===== src/rtl/sum_stream_accumulator.sv =====
// Groups a stream of unsigned sums into totals of up to n items; a group closes
// after n accepted items or on an item flagged in_last. Result is held until drained.
module sum_stream_accumulator #(
  parameter int unsigned width = 5,
  parameter int unsigned n     = 4
) (
  input  logic                        clk,
  input  logic                        rst,
  input  logic                        in_vld,
  output logic                        in_rdy,
  input  logic [width-1:0]            in_data,
  input  logic                        in_last,
  output logic                        out_vld,
  input  logic                        out_rdy,
  output logic [width+$clog2(n)-1:0]  out_data,
  output logic [$clog2(n):0]          out_cnt
);

  localparam int unsigned cw = $clog2(n) + 1;
  localparam int unsigned ow = width + $clog2(n);

  logic [ow-1:0] acc_q, acc_d;
  logic [cw-1:0] cnt_q, cnt_d;
  logic          out_vld_q, out_vld_d;
  logic [ow-1:0] out_data_q, out_data_d;
  logic [cw-1:0] out_cnt_q, out_cnt_d;

  logic          close_would_occur;
  logic          accept;
  logic          closing;
  logic [ow-1:0] sum;
  logic [cw-1:0] cnt_inc;

  // Only the item that would overwrite a stalled result is blocked; this is a
  // deliberate combinational path from out_rdy/in_last to in_rdy.
  assign close_would_occur = (cnt_q == cw'(n - 1)) || in_last;
  assign in_rdy            = !(out_vld_q && !out_rdy && close_would_occur);
  assign accept            = in_vld && in_rdy;
  assign closing           = accept && close_would_occur;
  assign sum               = acc_q + ow'(in_data);
  assign cnt_inc           = cnt_q + cw'(1);

  always_comb begin
    // NOTE: every always_comb output gets a default first so no latch is inferred.
    acc_d = acc_q;
    cnt_d = cnt_q;
    if (accept) begin
      if (closing) begin
        acc_d = '0;
        cnt_d = '0;
      end else begin
        acc_d = sum;
        cnt_d = cnt_inc;
      end
    end
  end

  always_comb begin
    out_vld_d  = out_vld_q;
    out_data_d = out_data_q;
    out_cnt_d  = out_cnt_q;
    if (out_vld_q && out_rdy) out_vld_d = 1'b0;
    // A close in the drain cycle reloads immediately, so back-to-back groups see no bubble.
    if (closing) begin
      out_vld_d  = 1'b1;
      out_data_d = sum;
      out_cnt_d  = cnt_inc;
    end
  end

  // NOTE: state registers use non-blocking assignments so all flops update together.
  always_ff @(posedge clk or posedge rst) begin
    if (rst) begin
      acc_q <= '0;
      cnt_q <= '0;
    end else begin
      acc_q <= acc_d;
      cnt_q <= cnt_d;
    end
  end

  always_ff @(posedge clk or posedge rst) begin
    if (rst) begin
      out_vld_q  <= 1'b0;
      out_data_q <= '0;
      out_cnt_q  <= '0;
    end else begin
      out_vld_q  <= out_vld_d;
      out_data_q <= out_data_d;
      out_cnt_q  <= out_cnt_d;
    end
  end

  assign out_vld  = out_vld_q;
  assign out_data = out_data_q;
  assign out_cnt  = out_cnt_q;

endmodule

===== config.mk =====
export PLATFORM = sky130hd
export DESIGN_NAME = sum_stream_accumulator
export DESIGN_NICKNAME = d
export VERILOG_FILES = /design/src/rtl/sum_stream_accumulator.sv
export SDC_FILE = /design/constraint.sdc
export NUM_CORES = 1
export LEC_CHECK = 0
export CORE_AREA = 2 2 83 45
export DETAILED_ROUTE_END_ITERATION = 8
export DIE_AREA = 0 0 85 47
export DONT_BUFFER_PORTS = 1
export GPL_TIMING_DRIVEN = 0
export MAX_ROUTING_LAYER = met4
export PLACE_DENSITY = 0.5
export SYNTH_ARGS = -nofsm -noshare
export SYNTH_HDL_FRONTEND = slang
export SYNTH_SLANG_ARGS = --single-unit

===== constraint.sdc =====
create_clock -name clk -period 2.38 [get_ports clk]
set_input_delay 0.238 -clock clk [delete_from_list [all_inputs] [get_ports clk]]
set_output_delay 0.238 -clock clk [all_outputs]
set_load 0.03 [all_outputs]

---- Yosys cells after proc, flatten, opt, wreduce, memory -nomap -nowiden ----
Cells that the tools add are included.
word-level totals
  memories ................................ 0
  register bits ........................... 21
  memory bits (read-only) ................. 0
  bits in writable memories ............... 0
  input port bits ......................... 10
  word-level logic and storage cells ...... 21
  latch bits .............................. 0
  output and inout bits ................... 12
operators by class
  muxes and demuxes ....................... 4
  reductions and logical operators ........ 9
  $lt $le $gt $ge ......................... 0
  multiply operators ...................... 0
  divide/modulo/power cells ............... 0
  eq/ne operators ......................... 1
  bitwise logic cells ..................... 0
  add/sub/neg operators ................... 2
  shifts and indexed selects .............. 0
operators by type and width
  kind                                                                    number
  7-bit by 5-bit adder with 7-bit output                                  1
  7-bit two-way mux                                                       1
  1-bit logical AND                                                       5
  3-bit by 1-bit adder with 3-bit output (second input constant)          1
  3-bit by 2-bit equality test with 1-bit output (second input constant)  1
  3-bit two-way mux                                                       1
  1-bit zero test                                                         2
  1-bit two-way mux                                                       2
  2-bit nonzero test                                                      1
  1-bit logical OR                                                        1

---- Longest topological paths before layout ----
Gate-level depths: netlist of the first run.
  word-level depth ........................ 7
  gate-level depth with buffers ........... 7
  gate-level depth less buffers ........... 7

---- Worst setup path after synthesis of the first run ----
Ideal clock, no wire load.
  path type ............................... flip-flop to output port
  from .................................... register cnt_q[0]
  to ...................................... output in_rdy
  required time ........................... 2.142 ns
  setup slack ............................. 0.641 ns
  buffers on the path ..................... 0
  cell stages (with the launch flop) ...... 4
  data arrival time ....................... 1.501 ns
  cell sequence ........................... dfrtp_1 > ha_1 > ha_1 > o21ai_0
between the ends
  word-level cells in the longest chain between the ends .. 4
RTL lines
  item                                            RTL line  text
  from (decl)                                     23        logic [cw-1:0] cnt_q, cnt_d;
  from (signal assigned)                          78        cnt_q <= cnt_d;
  3-bit by 2-bit equality test with 1-bit output  36        assign close_would_occur = (cnt_q == cw'(n - 1)) || in_last;
  1-bit logical OR                                36
  1-bit logical AND                               37        assign in_rdy = !(out_vld_q && !out_rdy && close_would_occur);
  1-bit zero test                                 37
  to (decl)                                       10        output logic in_rdy,
No other way between the ends.

---- Worst setup path in the final report of the first run ----
Same ends and word-level chain as after synthesis.

==> flow_metrics.py, run 1 <==
metrics = {
    "power": {
        "ir_worst_vdd_uv": 428,
        "totalPowerFinal_mw": 1.23,
        "p_leak_nw": 0.557,
        "powerDensity_nw_per_um2": 1020,
    },
    "timing": {
        "final_setup_margin_ns": 0.270,
        "setup_tns_ns": 0,
        "finalCritPeriodShare_pct": 88.6,
        "timing.final.setup_violations": 0,
        "worst_slew_pin_slew_ns": 0.913,
        "number_of_endpoints_with_negative_hold_slack_in_the_final_report": 0,
        "grt_setup_unrepaired": "false",
        "min_period_ns": 2.11,
        "slew_viol_final": 0,
        "worst_hold_slack_ns": 0.0170,
        "finClkSkew_ns": 0.00783,
        "max_slew_margin_pct": 38.5,
        "max_freq_mhz": 474,
    },
    "critical_path": {
        "path_buf_inv": 0,
        "worst_r2r_path_depth": 7,
        "crit_cells": 3,
        "critical-path-top-cell-by-count": "sky130_fd_sc_hd__ha_1",
        "kind_of_critical_path": "flip-flop to output pin",
        "cp_data_required_time_ns": 2.14,
        "critical-path-max-stage-delay_ns": 0.74,
        "timing.critical_path.max_delay_family": "compound AO/OA/AOI/OAI gates",
        "critical_path_arrival_ns": 1.87,
        "critical_path.max_fanout": 4,
        "cp_cell_sequence": "ha_1 -> ha_1 -> o21ai_0",
        "end_kind": "output pin",
        "crit_path_start_kind": "flip-flop",
        "cpMaxStageDelayCell": "sky130_fd_sc_hd__o21ai_0",
    },
    "route": {
        "detail_route.iter0.violations": 46,
        "met3_length_um": 109,
        "detail_route.wirelength.met1_um": 1330,
        "total_vias_in_the_final_route": 772,
        "routed.top_layer": "met4",
        "detail-route-antenna-nets": 0,
        "drc_markers": 0,
        "avgRoutedWirePerCell_um": 15.7,
        "total_detailed_routing_wirelength_um": 2380,
        "met2_wire_len_um": 933,
        "via_per_inst": 5.11,
        "detail_route.first_pass.iterations": 4,
    },
    "clocking": {
        "numCtsBuffers": 3,
        "cts.repair_timing.setup_buffer_count": 0,
        "htreeDepth": 1,
        "worstSkewPairLatency_ns": 0.26,
        "ctsLongestPathBuffers": 2,
        "cts.hold.buffers_added": 0,
        "clock_root_buffer_master": "sky130_fd_sc_hd__clkbuf_8",
        "cts-resized-gates": 0,
        "cts_sinks": 21,
        "tritoncts_clock_tree": "yes",
        "clk_transition_reported_paths_ns": 0.08,
    },
    "synthesis": {
        "ys_dominant_reg_cell": "sky130_fd_sc_hd__dfrtp_1",
        "post_synth_num_cell_types": 31,
        "synth_top_cells_by_area": "sky130_fd_sc_hd__dfrtp_1 (48%), sky130_fd_sc_hd__ha_1 (7.9%), sky130_fd_sc_hd__nand2_1 (7.1%)",
        "postSynthRegisterBits": 21,
        "count_of_warnings_emitted_by_yosys": 0,
        "proportion_of_netlist_area_held_by_the_largest_area_contributor_pct": 47.5,
        "ys_top_cells_by_count": "sky130_fd_sc_hd__dfrtp_1 (21), sky130_fd_sc_hd__nand2_1 (21), sky130_fd_sc_hd__inv_1 (8)",
        "syn_avg_cell_area_sq_um": 10.5,
        "syn-cell-area_sq_um": 1110,
        "ys_async_rst_share_pct": 100,
        "synth_enable_flop_cells": 0,
        "number_of_nets_in_the_synthesized_netlist": 123,
        "yosys.area.top_type": "sky130_fd_sc_hd__dfrtp_1",
        "netlist_instances": 105,
        "synth.yosys.seq_area_share_pct": 47.5,
    },
    "flow_run": {
        "cap_viol_max_count": 0,
    },
    "grt": {
        "globalRoute.totalOverflow": 0,
        "via_count_of_the_first_global_routing_pass": 760,
        "total_track_usage_pct": 13.8,
        "grt_antenna_before_repair": 0,
        "grt_pass1_wl_um": 3880,
        "grt_max_degree": 22,
    },
    "placed_design": {
        "routabilityCongestion": 0.748,
        "placement_setup_slack_ns": 0.568,
        "place.port_buffers": 0,
        "dp.final_hpwl_um": 1730,
    },
    "floorplanning": {
        "die-height_um": 47,
        "initial_core_utilization_pct": 33.7,
        "design.portCount": 22,
        "placementRows": 15,
        "core_region_area_sq_um": 3280,
        "die_w_um": 85,
        "die_area_sq_um": 4000,
    },
    "run_status": {
        "outcome": "complete, no violations",
    },
    "cells_and_area": {
        "num_antenna_cells": 0,
        "post-route-util_pct": 36.7,
        "drive_above_1_share_pct": 11.9,
        "areaGrowthSynthToFinish_pct": 8.94,
        "layout.nets": 128,
    },
    "worst_hold_path": {
        "hp-class": "input port to asynchronous set/reset pin",
    },
}
-- per-layer routing --
layer	global-route usage (%)	up-vias
met5	-	-
met4	1.90	0
met3	5.45	2
met2	18.0	12
met1	20.0	371
li1	-	387
-- cell type report --
cell class,count,area (sq um)
plain buffers,1,5.00
clock buffers,3,41.3
clock inverters,1,5.00
fillers,335,2080
inverters,8,30.0
multi-input cells,75,546
flip-flops and latches,21,526
well taps,42,52.6
-- state kept, by name, indices dropped and copies added, names as in the netlist --
signal    count
cnt_q         3
acc_q         7
out_vld       1
out_cnt       3
out_data      7
-- placed cells by master, fill, tap and decap left out, types with 2 or more instances in the layout --
cell                       instances
sky130_fd_sc_hd__nand2_1          21
sky130_fd_sc_hd__dfrtp_1          21
sky130_fd_sc_hd__inv_1             8
sky130_fd_sc_hd__o21ai_1           7
sky130_fd_sc_hd__ha_1              7
sky130_fd_sc_hd__o21ai_0           5
sky130_fd_sc_hd__a211o_1           4
sky130_fd_sc_hd__a22o_1            3
sky130_fd_sc_hd__a31oi_1           3
sky130_fd_sc_hd__nand4_1           3
sky130_fd_sc_hd__clkbuf_8          3
sky130_fd_sc_hd__a21o_1            2
sky130_fd_sc_hd__o31ai_1           2
-- kinds of logic (layout without fill, tap and decap cells) --
logic type / count (synthesis) / count (layout) / share of synthesized area [%]
and+or+nand+nor: 34 / 34 / 18.3
buffers and inverters: 9 / 13 / 3.17
AOI/OAI and AO/OA: 30 / 30 / 18.7
muxes: 1 / 1 / 1.02
adders and majority gates: 8 / 8 / 9.73
DFF: 21 / 21 / 47.5
xor gates and xnor gates: 2 / 2 / 1.58
-- through the flow --
stage | area [sq um] | instances
2_1_floorplan | 1110 | 105
6_report | 1200 | 151
3_5_place_dp | 1160 | 147
3_3_place_gp | 1160 | 147
5_1_grt | 1200 | 151
4_1_cts | 1200 | 151
-- path summary, 6_finish.rpt --
check                                      from                 endpoint  slack, ns
setup / recovery           cnt_q[0]$_DFFE_PP0P_                   in_rdy       0.27
hold / removal                              rst     acc_q[1]$_DFFE_PP0P_       0.02
setup reg to reg           cnt_q[0]$_DFFE_PP0P_  out_data[4]$_DFFE_PP0P_       0.55
hold reg to reg            cnt_q[2]$_DFFE_PP0P_     cnt_q[2]$_DFFE_PP0P_       0.49
max in group asynchronous                   rst     acc_q[3]$_DFFE_PP0P_       1.84
min in group clk                         in_vld  out_data[4]$_DFFE_PP0P_       0.22
-- report_power, final --
part | total, mW | switching, mW | internal (mW)
Combinational | 0.327 | 0.186 | 0.141
Clock | 0.239 | 0.122 | 0.117
Sequential | 0.667 | 0.207 | 0.460
Note: power is estimated with default switching activity, not from simulation.
==> inputs of run 2 (changes only) <==
==> constraint.sdc (replaced) <==
create_clock -name clk -period 2.1 [get_ports clk]
set_input_delay 0.21 -clock clk [delete_from_list [all_inputs] [get_ports clk]]
set_output_delay 0.21 -clock clk [all_outputs]
set_load 0.03 [all_outputs]
==> run 2 against run 1 <==
Sequential power is 13% higher. Register-to-register slack got worse by 0.28 ns. The flow now finishes with violations (hold timing). Largest cell class unchanged. Critical endpoint unchanged. Worst setup slack worse by 0.014 ns. Largest power group unchanged. Clock-buffer cell count is the same. Power grew 13%. Non-clock buffer count unchanged. Clock power rose by 13%. Die area did not move.
==> flow_metrics.py, run 2 (synthesis results as in run 1) <==
metrics = {
    "power": {
        "netSwitchingFraction_pct": 41.8,
        "p_int_uw": 813,
        "seq_power_share_pct": 54.1,
        "clock_power_share_pct": 19.4,
        "ir_worst_vdd_uv": 486,
        "power.share.combinational_pct": 26.5,
        "p_leak_nw": 0.557,
        "powerDensity_nw_per_um2": 1160,
        "power.switching_uw": 583,
    },
    "run_status": {
        "outcome": "finished, violations left",
        "violations": "hold timing",
    },
    "cells_and_area": {
        "drive_above_1_share_pct": 11.9,
        "post-route-util_pct": 36.7,
        "num_antenna_cells": 0,
        "areaGrowthSynthToFinish_pct": 8.94,
        "layout_common_cells": "sky130_fd_sc_hd__nand2_1 (21), sky130_fd_sc_hd__dfrtp_1 (21), sky130_fd_sc_hd__inv_1 (8), sky130_fd_sc_hd__o21ai_1 (8), sky130_fd_sc_hd__ha_1 (7)",
        "layout.nets": 128,
        "finish.instance_area_sq_um": 1200,
    },
    "critical_path": {
        "worstReg2RegStart": "cnt_q[0]$_DFFE_PP0P_",
        "cp_cell_sequence": "ha_1 -> ha_1 -> o21ai_1",
        "critical_path.max_fanout": 4,
        "critical_path_arrival_ns": 1.63,
        "timing.critical_path.max_delay_family": "compound AO/OA/AOI/OAI gates",
        "critical-path-top-cell-by-count": "sky130_fd_sc_hd__ha_1",
        "cpMaxStageDelayCell": "sky130_fd_sc_hd__o21ai_1",
        "crit_path_start_kind": "flip-flop",
        "startpoint_of_the_worst_setup_timing_path": "cnt_q[0]$_DFFE_PP0P_",
        "kind_of_critical_path": "flip-flop to output pin",
        "path_buf_inv": 0,
        "end_kind": "output pin",
        "cp_data_required_time_ns": 1.89,
        "critical-path-max-stage-delay_ns": 0.51,
    },
    "clocking": {
        "cts_sinks": 21,
        "clock_root_buffer_master": "sky130_fd_sc_hd__clkbuf_8",
        "worstSkewPairLatency_ns": 0.26,
        "tritoncts_clock_tree": "yes",
        "htreeDepth": 1,
        "ctsLongestPathBuffers": 2,
        "cts.hold.buffers_added": 0,
        "cts.repair_timing.setup_buffer_count": 0,
        "numCtsBuffers": 3,
        "clk_transition_reported_paths_ns": 0.08,
    },
    "grt": {
        "via_count_of_the_first_global_routing_pass": 760,
        "grt_antenna_before_repair": 0,
        "total_track_usage_pct": 13.8,
        "globalRoute.totalOverflow": 0,
        "grt_pass1_wl_um": 3880,
        "grt_max_degree": 22,
    },
    "timing": {
        "max_freq_mhz": 542,
        "min_period_ns": 1.84,
        "slew_viol_final": 0,
        "finClkSkew_ns": 0.00780,
        "worst_hold_slack_ns": -0.0102,
        "finalCritPeriodShare_pct": 87.8,
        "grt_setup_unrepaired": "false",
        "timing.final.setup_violations": 0,
        "number_of_endpoints_with_negative_hold_slack_in_the_final_report": 12,
        "setup_tns_ns": 0,
        "max_slew_margin_pct": 44.4,
        "worst_slew_pin_slew_ns": 0.833,
    },
    "route": {
        "total_detailed_routing_wirelength_um": 2380,
        "drc_markers": 0,
        "total_vias_in_the_final_route": 768,
        "avgRoutedWirePerCell_um": 15.7,
        "detail_route.iter0.violations": 46,
        "detail-route-antenna-nets": 0,
        "via_per_inst": 5.09,
        "detail_route.first_pass.iterations": 4,
    },
    "placed_design": {
        "dp.final_hpwl_um": 1730,
        "routabilityCongestion": 0.748,
        "dpl_cell_area_sq_um": 1160,
        "place.port_buffers": 0,
    },
    "floorplanning": {
        "die_w_um": 85,
        "design.portCount": 22,
        "core_region_area_sq_um": 3280,
        "die_area_sq_um": 4000,
        "placementRows": 15,
        "die-height_um": 47,
        "initial_core_utilization_pct": 33.7,
    },
    "flow_run": {
        "cap_viol_max_count": 0,
    },
    "worst_hold_path": {
        "hp-class": "input port to asynchronous set/reset pin",
    },
}
-- run 2: cell counts in the layout (fill, tap and decap cells not counted) --
No cell type changed its count.
-- run 2: worst reg2reg max path, delay by kind of cell (launching register included) --
kind / cells / cell delay [ns]
buffers and inverters: 1 / 0.29
adder cells (fa/ha/maj): 2 / 0.44
flip-flops: 1 / 0.42
AO/OA/AOI/OAI: 1 / 0.07
AND/OR/NAND/NOR: 3 / 0.51
-- run 2: path summary, 6_finish.rpt --
path                       cells past startpoint  slack [ns]                       to
min                                            1       -0.01     acc_q[1]$_DFFE_PP0P_
max in group asynchronous                      1        1.58     acc_q[3]$_DFFE_PP0P_
min reg2reg                                    2        0.49     cnt_q[2]$_DFFE_PP0P_
min in group clk                               2        0.19  out_data[4]$_DFFE_PP0P_
max reg2reg                                    7        0.27  out_data[4]$_DFFE_PP0P_
max                                            3        0.26                   in_rdy
-- run 2: per-stage QoR --
stage | instances | total power, mW | worst slack, ns | hold slack [ns]
after detailed placement | 147 | 1.14 | 0.304 | 0.325
after global placement | 147 | 1.12 | 0.313 | 0.310
final | 151 | 1.40 | 0.256 | -0.0102
after floorplan | 105 | 1.04 | 0.389 | 0.187
after global routing | 151 | 1.51 | 0.142 | 0.0751
after CTS | 151 | 1.42 | 0.0100 | 0.0362
-- run 2: cell type report --
type                       count  area, sq um
clock inverter                 1         5.00
sequential                    21          526
inverter                       8         30.0
buffer                         1         5.00
clock buffer                   3         41.3
fill                         335         2080
tap                           42         52.6
multi-input combinational     75          546
-- run 2: what timing repair did --
| item | 4_1_cts | 5_1_grt |
|---|---|---|
| endpoints found under the setup margin | 0 | 1 |
| hold endpoints to repair | 0 | 0 |
| resized for setup | 0 | 1 |
-- run 2: power by group through the flow --
stage / Clock [mW] / Combinational, mW / Sequential, mW
after floorplan: 0 / 0.302 / 0.743
after detailed placement: 0 / 0.372 / 0.767
after global placement: 0 / 0.363 / 0.761
after global routing: 0.305 / 0.427 / 0.778
final: 0.270 / 0.371 / 0.756
after CTS: 0.283 / 0.375 / 0.759
-- run 2: routing by layer --
metal / up-vias / part of all wire, % / track usage [%]
met5: - / 0 / -
met4: 0 / 0.34 / 1.90
met1: 367 / 56 / 20.0
li1: 387 / - / -
met2: 12 / 39 / 18.0
met3: 2 / 4.6 / 5.45
